$ cat src/rtl/arc4_pkg.sv
// rtl/arc4_pkg.sv - shared ARC4 types and constants
package arc4_pkg;

   typedef enum logic [3:0] {
      IDLE,
      RD_LEN,
      WT_LEN,
      WR_LEN,
      CHECK,
      RD_SI,
      WT_SI,
      CALC_J,
      RD_SJ,
      WT_SJ,
      WR_SI,
      WR_SJ,
      RD_PAD,
      WT_PAD,
      WR_PT,
      DONE
   } prga_state_t;

   localparam logic [7:0] LEN_ADDR = 8'd0;
   localparam int         S_SIZE   = 256;

endpackage

$ cat src/rtl/prga_if.sv
// rtl/prga_if.sv - start handshake plus S/CT/PT RAM ports of the PRGA stage
interface prga_if;

   logic       en;
   logic       rdy;
   logic [7:0] s_addr;
   logic [7:0] s_rddata;
   logic [7:0] s_wrdata;
   logic       s_wren;
   logic [7:0] ct_addr;
   logic [7:0] ct_rddata;
   logic [7:0] pt_addr;
   logic [7:0] pt_wrdata;
   logic       pt_wren;

   modport master (
      input  en,
      output rdy,
      output s_addr,
      input  s_rddata,
      output s_wrdata,
      output s_wren,
      output ct_addr,
      input  ct_rddata,
      output pt_addr,
      output pt_wrdata,
      output pt_wren
   );

   modport slave (
      output en,
      input  rdy,
      input  s_addr,
      output s_rddata,
      input  s_wrdata,
      input  s_wren,
      input  ct_addr,
      output ct_rddata,
      input  pt_addr,
      input  pt_wrdata,
      input  pt_wren
   );

endinterface

$ cat src/rtl/prga.sv
// rtl/prga.sv - ARC4 keystream stage: decrypts length-prefixed CT into PT, permuting S in place
module prga
   import arc4_pkg::*;
(
   input  logic   clk,
   input  logic   rst_n,
   prga_if.master bus
);

   prga_state_t state;
   logic        rdy_q;
   logic [7:0]  i;
   logic [7:0]  j;
   logic [8:0]  k;
   logic [7:0]  len;
   logic [7:0]  si;
   logic [7:0]  sj;
   logic [7:0]  pad;
   logic [7:0]  ct;

   assign bus.rdy = rdy_q;

   always_ff @(posedge clk or negedge rst_n) begin
      if (!rst_n) begin
         state <= IDLE;
         rdy_q <= 1'b1;
         i     <= 8'd0;
         j     <= 8'd0;
         k     <= 9'd1;
         len   <= 8'd0;
         si    <= 8'd0;
         sj    <= 8'd0;
         pad   <= 8'd0;
         ct    <= 8'd0;
      end else begin
         case (state)
            IDLE: begin
               // rdy rises one cycle after DONE, so a held en cannot restart early
               if (bus.en && rdy_q) begin
                  state <= RD_LEN;
                  rdy_q <= 1'b0;
                  i     <= 8'd0;
                  j     <= 8'd0;
                  k     <= 9'd1;
               end else begin
                  rdy_q <= 1'b1;
               end
            end
            RD_LEN: state <= WT_LEN;
            WT_LEN: begin
               len   <= bus.ct_rddata;
               state <= WR_LEN;
            end
            WR_LEN: state <= CHECK;
            CHECK: begin
               // 9-bit k lets L=255 terminate at k=256 instead of wrapping
               if (k > {1'b0, len}) begin
                  state <= DONE;
               end else begin
                  i     <= i + 8'd1;
                  state <= RD_SI;
               end
            end
            RD_SI: state <= WT_SI;
            WT_SI: begin
               si    <= bus.s_rddata;
               state <= CALC_J;
            end
            CALC_J: begin
               j     <= j + si;
               state <= RD_SJ;
            end
            RD_SJ: state <= WT_SJ;
            WT_SJ: begin
               sj    <= bus.s_rddata;
               state <= WR_SI;
            end
            WR_SI:  state <= WR_SJ;
            WR_SJ:  state <= RD_PAD;
            RD_PAD: state <= WT_PAD;
            WT_PAD: begin
               pad   <= bus.s_rddata;
               ct    <= bus.ct_rddata;
               state <= WR_PT;
            end
            WR_PT: begin
               k     <= k + 9'd1;
               state <= CHECK;
            end
            DONE:    state <= IDLE;
            default: state <= IDLE;
         endcase
      end
   end

   always_comb begin
      bus.s_addr    = 8'd0;
      bus.s_wrdata  = 8'd0;
      bus.s_wren    = 1'b0;
      bus.ct_addr   = 8'd0;
      bus.pt_addr   = 8'd0;
      bus.pt_wrdata = 8'd0;
      bus.pt_wren   = 1'b0;
      case (state)
         RD_LEN, WT_LEN: bus.ct_addr = LEN_ADDR;
         WR_LEN: begin
            bus.pt_addr   = LEN_ADDR;
            bus.pt_wrdata = len;
            bus.pt_wren   = 1'b1;
         end
         RD_SI, WT_SI: bus.s_addr = i;
         RD_SJ, WT_SJ: bus.s_addr = j;
         WR_SI: begin
            bus.s_addr   = i;
            bus.s_wrdata = sj;
            bus.s_wren   = 1'b1;
         end
         WR_SJ: begin
            bus.s_addr   = j;
            bus.s_wrdata = si;
            bus.s_wren   = 1'b1;
         end
         RD_PAD, WT_PAD: begin
            bus.s_addr  = si + sj;
            bus.ct_addr = k[7:0];
         end
         WR_PT: begin
            bus.pt_addr   = k[7:0];
            bus.pt_wrdata = pad ^ ct;
            bus.pt_wren   = 1'b1;
         end
         default: ;
      endcase
   end

endmodule

$ cat src/flat_wrapper.sv
// flat-port wrapper written by rule: the top's interface ports become plain ports
module prga_flat import arc4_pkg::*;
  (clk, rst_n, bus_en, bus_rdy, bus_s_addr, bus_s_rddata, bus_s_wrdata, bus_s_wren, bus_ct_addr, bus_ct_rddata, bus_pt_addr, bus_pt_wrdata, bus_pt_wren);
  prga_if bus_i ();
  input  logic clk;
  input  logic rst_n;
  input wire logic [$bits(bus_i.en)-1:0] bus_en;
  output wire logic [$bits(bus_i.rdy)-1:0] bus_rdy;
  output wire logic [$bits(bus_i.s_addr)-1:0] bus_s_addr;
  input wire logic [$bits(bus_i.s_rddata)-1:0] bus_s_rddata;
  output wire logic [$bits(bus_i.s_wrdata)-1:0] bus_s_wrdata;
  output wire logic [$bits(bus_i.s_wren)-1:0] bus_s_wren;
  output wire logic [$bits(bus_i.ct_addr)-1:0] bus_ct_addr;
  input wire logic [$bits(bus_i.ct_rddata)-1:0] bus_ct_rddata;
  output wire logic [$bits(bus_i.pt_addr)-1:0] bus_pt_addr;
  output wire logic [$bits(bus_i.pt_wrdata)-1:0] bus_pt_wrdata;
  output wire logic [$bits(bus_i.pt_wren)-1:0] bus_pt_wren;
  assign bus_i.en = bus_en;
  assign bus_rdy = bus_i.rdy;
  assign bus_s_addr = bus_i.s_addr;
  assign bus_i.s_rddata = bus_s_rddata;
  assign bus_s_wrdata = bus_i.s_wrdata;
  assign bus_s_wren = bus_i.s_wren;
  assign bus_ct_addr = bus_i.ct_addr;
  assign bus_i.ct_rddata = bus_ct_rddata;
  assign bus_pt_addr = bus_i.pt_addr;
  assign bus_pt_wrdata = bus_i.pt_wrdata;
  assign bus_pt_wren = bus_i.pt_wren;
  prga u_core (.clk(clk), .rst_n(rst_n), .bus(bus_i));
endmodule
$ cat config.mk
export PLATFORM = sky130hd
export DESIGN_NAME = prga_flat
export DESIGN_NICKNAME = d
export VERILOG_FILES = /design/src/rtl/arc4_pkg.sv /design/src/rtl/prga_if.sv /design/src/rtl/prga.sv /design/src/flat_wrapper.sv
export SDC_FILE = /design/constraint.sdc
export NUM_CORES = 1
export LEC_CHECK = 0
export ABC_CLOCK_PERIOD_IN_PS = 2650
export CAP_MARGIN = 0
export CORE_UTILIZATION = 58
export CTS_BUF_LIST = sky130_fd_sc_hd__clkbuf_16
export CTS_CLUSTER_SIZE = 10
export DETAILED_ROUTE_END_ITERATION = 7
export DONT_BUFFER_PORTS = 1
export PLACE_DENSITY_LB_ADDON = 0.1
export RECOVER_POWER = 25
export SLEW_MARGIN = 40
export SYNTH_ARGS = -nofsm -noshare
export SYNTH_HDL_FRONTEND = slang
export SYNTH_SLANG_ARGS = --single-unit
$ cat constraint.sdc
create_clock -name clk -period 2.65 [get_ports clk]
set_input_delay 0.53 -clock clk [delete_from_list [all_inputs] [get_ports clk]]
set_output_delay 0.53 -clock clk [all_outputs]
set_load 0.03 [all_outputs]
# After elaboration in Yosys (flattened, before gate mapping)
# Cells that the tools add are included.
# word_totals
inputBits	19
latch_bits	0
mem_bits_ro	0
ramBits	0
n_memories	0
word_cells	63
output_inout_bits	43
ff_bits	70
# classes
n_mux	17
n_addsub	4
n_eq_ne	17
magnitude_cmp	1
mul	0
div	0
reduce_logical	13
bitwise	1
shifts	0
# op_table
op	count
8-bit one-hot mux with 2 select lines	4
4-bit one-hot mux with 15 select lines	1
4-bit == test (second input constant)	8
8-bit 2-to-1 mux	4
8-bit one-hot mux with 3 select lines	1
9-bit one-hot mux with 2 select lines	1
8-bit adder	2
4-bit by 3-bit == test with 1-bit output (second input constant)	4
9-bit by 1-bit adder with 9-bit output (second input constant)	1
9-bit by 8-bit greater-than comparator with 1-bit output	1
9-bit 2-to-1 mux	1
8-bit by 1-bit adder with 8-bit output (second input constant)	1
4-bit by 2-bit == test with 1-bit output (second input constant)	2
4-bit 2-to-1 mux	2
8-bit bitwise XOR	1
2-bit nonzero test	3
2-bit OR reduction	3
3-bit OR reduction	2
4-bit by 1-bit == test with 1-bit output (second input constant)	1
4-bit zero test	1
2-bit AND reduction	2
1-bit 2-to-1 mux	3
3-bit AND reduction	1
2-bit by 1-bit inequality test with 1-bit output (second input constant)	1
other kinds (2)	2

# Logic depth before layout (Yosys ltp)
# logic_depth
depth_word	3
depth_mapped	9
mapped_depth_nobuf	8

# Least setup slack after synthesis
# No wires, ideal clock.
# synth_path
path_type	reg2out
startpoint	register u_core.si[0]
endpoint	output bus_s_addr[6]
required_time_ns	2.120
path_stages_with_launch	9
arrival_time_ns	2.589
setup_slack_ns	-0.469
path_buffers	0
cell_sequence	dfrtp_1 -> ha_1 -> fa_1 -> a21o_1 -> a21oi_1 -> nor2b_1 -> o21ai_0 -> mux2_2 -> o21ai_0
# synth_via
elab_chain_cells	2
# synth_rtl
item	line_no	source
start, declared	prga.sv:16	logic [7:0] si;
start signal, assigned	prga.sv:66	si <= bus.s_rddata;
8-bit adder	prga.sv:124	bus.s_addr = si + sj;
8-bit one-hot mux with 3 select lines	prga.sv:104	case (state)
end, declared	flat_wrapper.sv:9	output wire logic [$bits(bus_i.s_addr)-1:0] bus_s_addr;
# No other way between the ends.

# Final worst setup path
# Ends and elaborated chain as after synthesis.

==> metrics <==
overall routed net length=9.761 mm; antenna violations before repair=0; gr ovfl total=0; arrival time at the worst endpoint=2.37 ns; Yosys top cell area share=about 40%; P_leak=2.243 nW; final layout net count=500; most frequently used flop master after synthesis=dfrtp_1; Setup crit start kind=flop; critical path capture point type=output pin; FF-to-FF End=u_core.i[5]$_DFFE_PN0P_; Crit-path slowest cell=dfrtp_1; PD cells=between 1000 and 1500 nW/um2; GPL Wtd Cong=~0.85; largest cells by area after synthesis=dfrtp_1, ha_1, mux2_1, mux2_2, nand2_1; most frequent cell after synthesis=dfrtp_1; crit path setup slack, layout=-0.2467 ns; Initial Util=60.56%; Post-synth ARST share=100.0%; synthesized instance count=419; die span in x=86.69 um; Synth Cell Area=about 4200 um2; via/cell ratio=5.871; sequential-to-total area share from yosys stat=a little over two fifths; Rel. slew slack=-13.10%; period utilization=109.3%; ANT cells=0; Pre-antenna DRT Iters=4; commonest cells in the netlist=dfrtp_1, nand2_1, nor2_1, ha_1, o21ai_1; later-pin clock latency in the skew report=around 0.33 ns; area leader, netlist=dfrtp_1; Tot Pwr=0.006733 W; Reg clk slew, reported paths=0.06 ns; Synth cell types=52; vias in the first global route=3229; post-layout utilization of the core=71.24%; Clock Skews=0.007688 ns; Final min period=a little under 3 ns; first-pass GRT wire length=15.92 mm; RSZ-0062 raised after global routing=yes; worst min path class=in2async; Syn Area/Cell=between 9 and 10 um2; final hold vios=0; Synth Net Count=464; WS Path Type=reg2out; slew of the pin with the lowest slew margin=between 1.5 and 2 ns; Die Area=about 7500 um2; status=finished, violations left; Post-synth EDFFs=0; Max Freq=345.2 MHz; cts bufs inserted=9; post-DP HPWL=~6.7 mm; DR vias=3264; Initial DRC Count=181; Avg WL per Cell=17.56 um; FP Rows=30; path depth of the worst reg2reg path=7; fin. max-slew vios=69; CTS root buf=clkbuf_16; clk sinks=70; Syn-to-layout area delta=17.62%; gr usage total=27.95%; # DRC=0; layout cells sized above 1=between 10% and 20%; Reg2Reg Setup Slack=~0.29 ns; setup TNS=-0.7118 ns; number of nets still failing antenna checks after routing=0; crit path cell chain=ha_2, fa_2, a21o_1, a21oi_2, nor2b_1, o21ai_1, mux2_4, o21ai_4; failing checks=capacitance limit, slew limit, setup timing; placed insts=537; CTS tree=yes; Clock Path Buffers=2; Max Cap Viol=1; worst vdd ir=just over 700 uV; # IOs=62; required time of the worst setup path=2.12 ns; core box area=6869 um2; Yosys warning count=0; Filler Cell Count=517; Worst path max stage delay=0.38 ns; IO Port Bufs=0; Setup violations, final=4; die height=86.69 um; Yosys reg bits=70; H-tree depth=3; reg2reg start=u_core.k[7]$_DFFE_PN0P_; Critical Path Fanout Max=2; Layout Cells excl Fill=around 560; largest net degree at the start of global routing=69
==> routing by layer <==
| layer | share of wire, % | up-vias | track usage [%] |
|---|---|---|---|
| met5 | 0 | - | 0 |
| li1 | - | 1569 | - |
| met3 | 5.4 | 10 | 5.048 |
| met2 | 47 | 86 | 44.23 |
| met4 | 1.2 | 0 | 9.242 |
| met1 | 47 | 1599 | 39.03 |
==> worst max-delay path, delay by kind of cell, from the launching register on <==
family,cells,cell delay (ns)
flops,1,0.38
simple gates,1,0.07
compound gates,4,0.73
fa+ha+maj,2,0.54
mux,1,0.33
==> worst max path at each step <==
stage | start | end | slack [ns] | cells after the start
5_1_grt | u_core.si[0]$_DFFE_PN0P_ | bus_s_addr[6] | -0.35 | 8
6_report | u_core.si[0]$_DFFE_PN0P_ | bus_s_addr[6] | -0.25 | 8
3_3_place_gp | u_core.sj[0]$_DFFE_PN0P_ | bus_s_addr[6] | -0.03 | 8
2_1_floorplan | u_core.si[0]$_DFFE_PN0P_ | bus_s_addr[6] | 0.01 | 8
3_5_place_dp | u_core.sj[0]$_DFFE_PN0P_ | bus_s_addr[6] | -0.04 | 8
4_1_cts | u_core.si[0]$_DFFE_PN0P_ | bus_s_addr[6] | -0.24 | 8
==> kinds of logic after synthesis <==
family | count (synthesis) | synth area share (%)
mux | 43 | 11.40
xor+xnor | 21 | 4.421
flops | 70 | 42.17
compound gates | 88 | 13.74
buf+inv | 30 | 2.917
fa+ha+maj | 26 | 8.181
simple gates | 141 | 17.17
==> stage by stage <==
stage	cell area, um2	setup slack (ns)	hold WS (ns)
final	4893	-0.2467	0.04449
after floorplan	4178	0.01345	0.2344
after global routing	4893	-0.3480	0.03196
after detailed placement	4511	-0.03600	0.2358
after global placement	4511	-0.02924	0.2360
after CTS	4897	-0.2428	0.04171
==> final cells by class <==
cell class              instances  area, um2  area share [%]
well taps                      96      120.1           2.455
multi-input cells             319       2345           47.92
clock inverters                 7      90.09           1.841
repair buffers                 40      301.5           6.162
flip-flops and latches         70       1755           35.87
clock buffers                   9      225.2           4.602
inverters                      15      56.30           1.151
==> cell usage in the layout (no fill, tap or decap), types with 13 or more instances in the layout <==
cell type  Yosys  final
dfrtp_1       68     67
buf_4          0     38
nand2_1       37     37
nor2_1        30     29
o21ai_1       24     24
ha_1          24     23
nand3_1       19     19
mux2_1        18     18
mux2_2        17     16
inv_1         15     15
o21ai_0       17     15
and2_1        14     14
xnor2_1       13     13
==> report_power, final <==
group          switching [W]  internal (W)  leakage [nW]
clock network       0.000448      0.000818         0.158
logic                0.00185       0.00152          1.22
registers           0.000543       0.00156         0.866
==> state kept, by name, indices dropped and copies added (netlist names) <==
register	count
u_core.bus.rdy	1
u_core.ct	8
u_core.i	8
u_core.j	8
u_core.k	9
u_core.len	8
u_core.pad	8
u_core.si	8
u_core.sj	8
u_core.state	4
==> repair_timing <==
| item | 4_1_cts | 5_1_grt |
|---|---|---|
| endpoints found under the setup margin | 5 | 9 |
| resized for setup | 9 | 3 |
| hold buffers | 1 | 0 |
| buffers inserted | 2 | 1 |
| pin swaps | 7 | 1 |
| hold endpoints to repair | 68 | 0 |
Power figures use the tool's default switching activity.
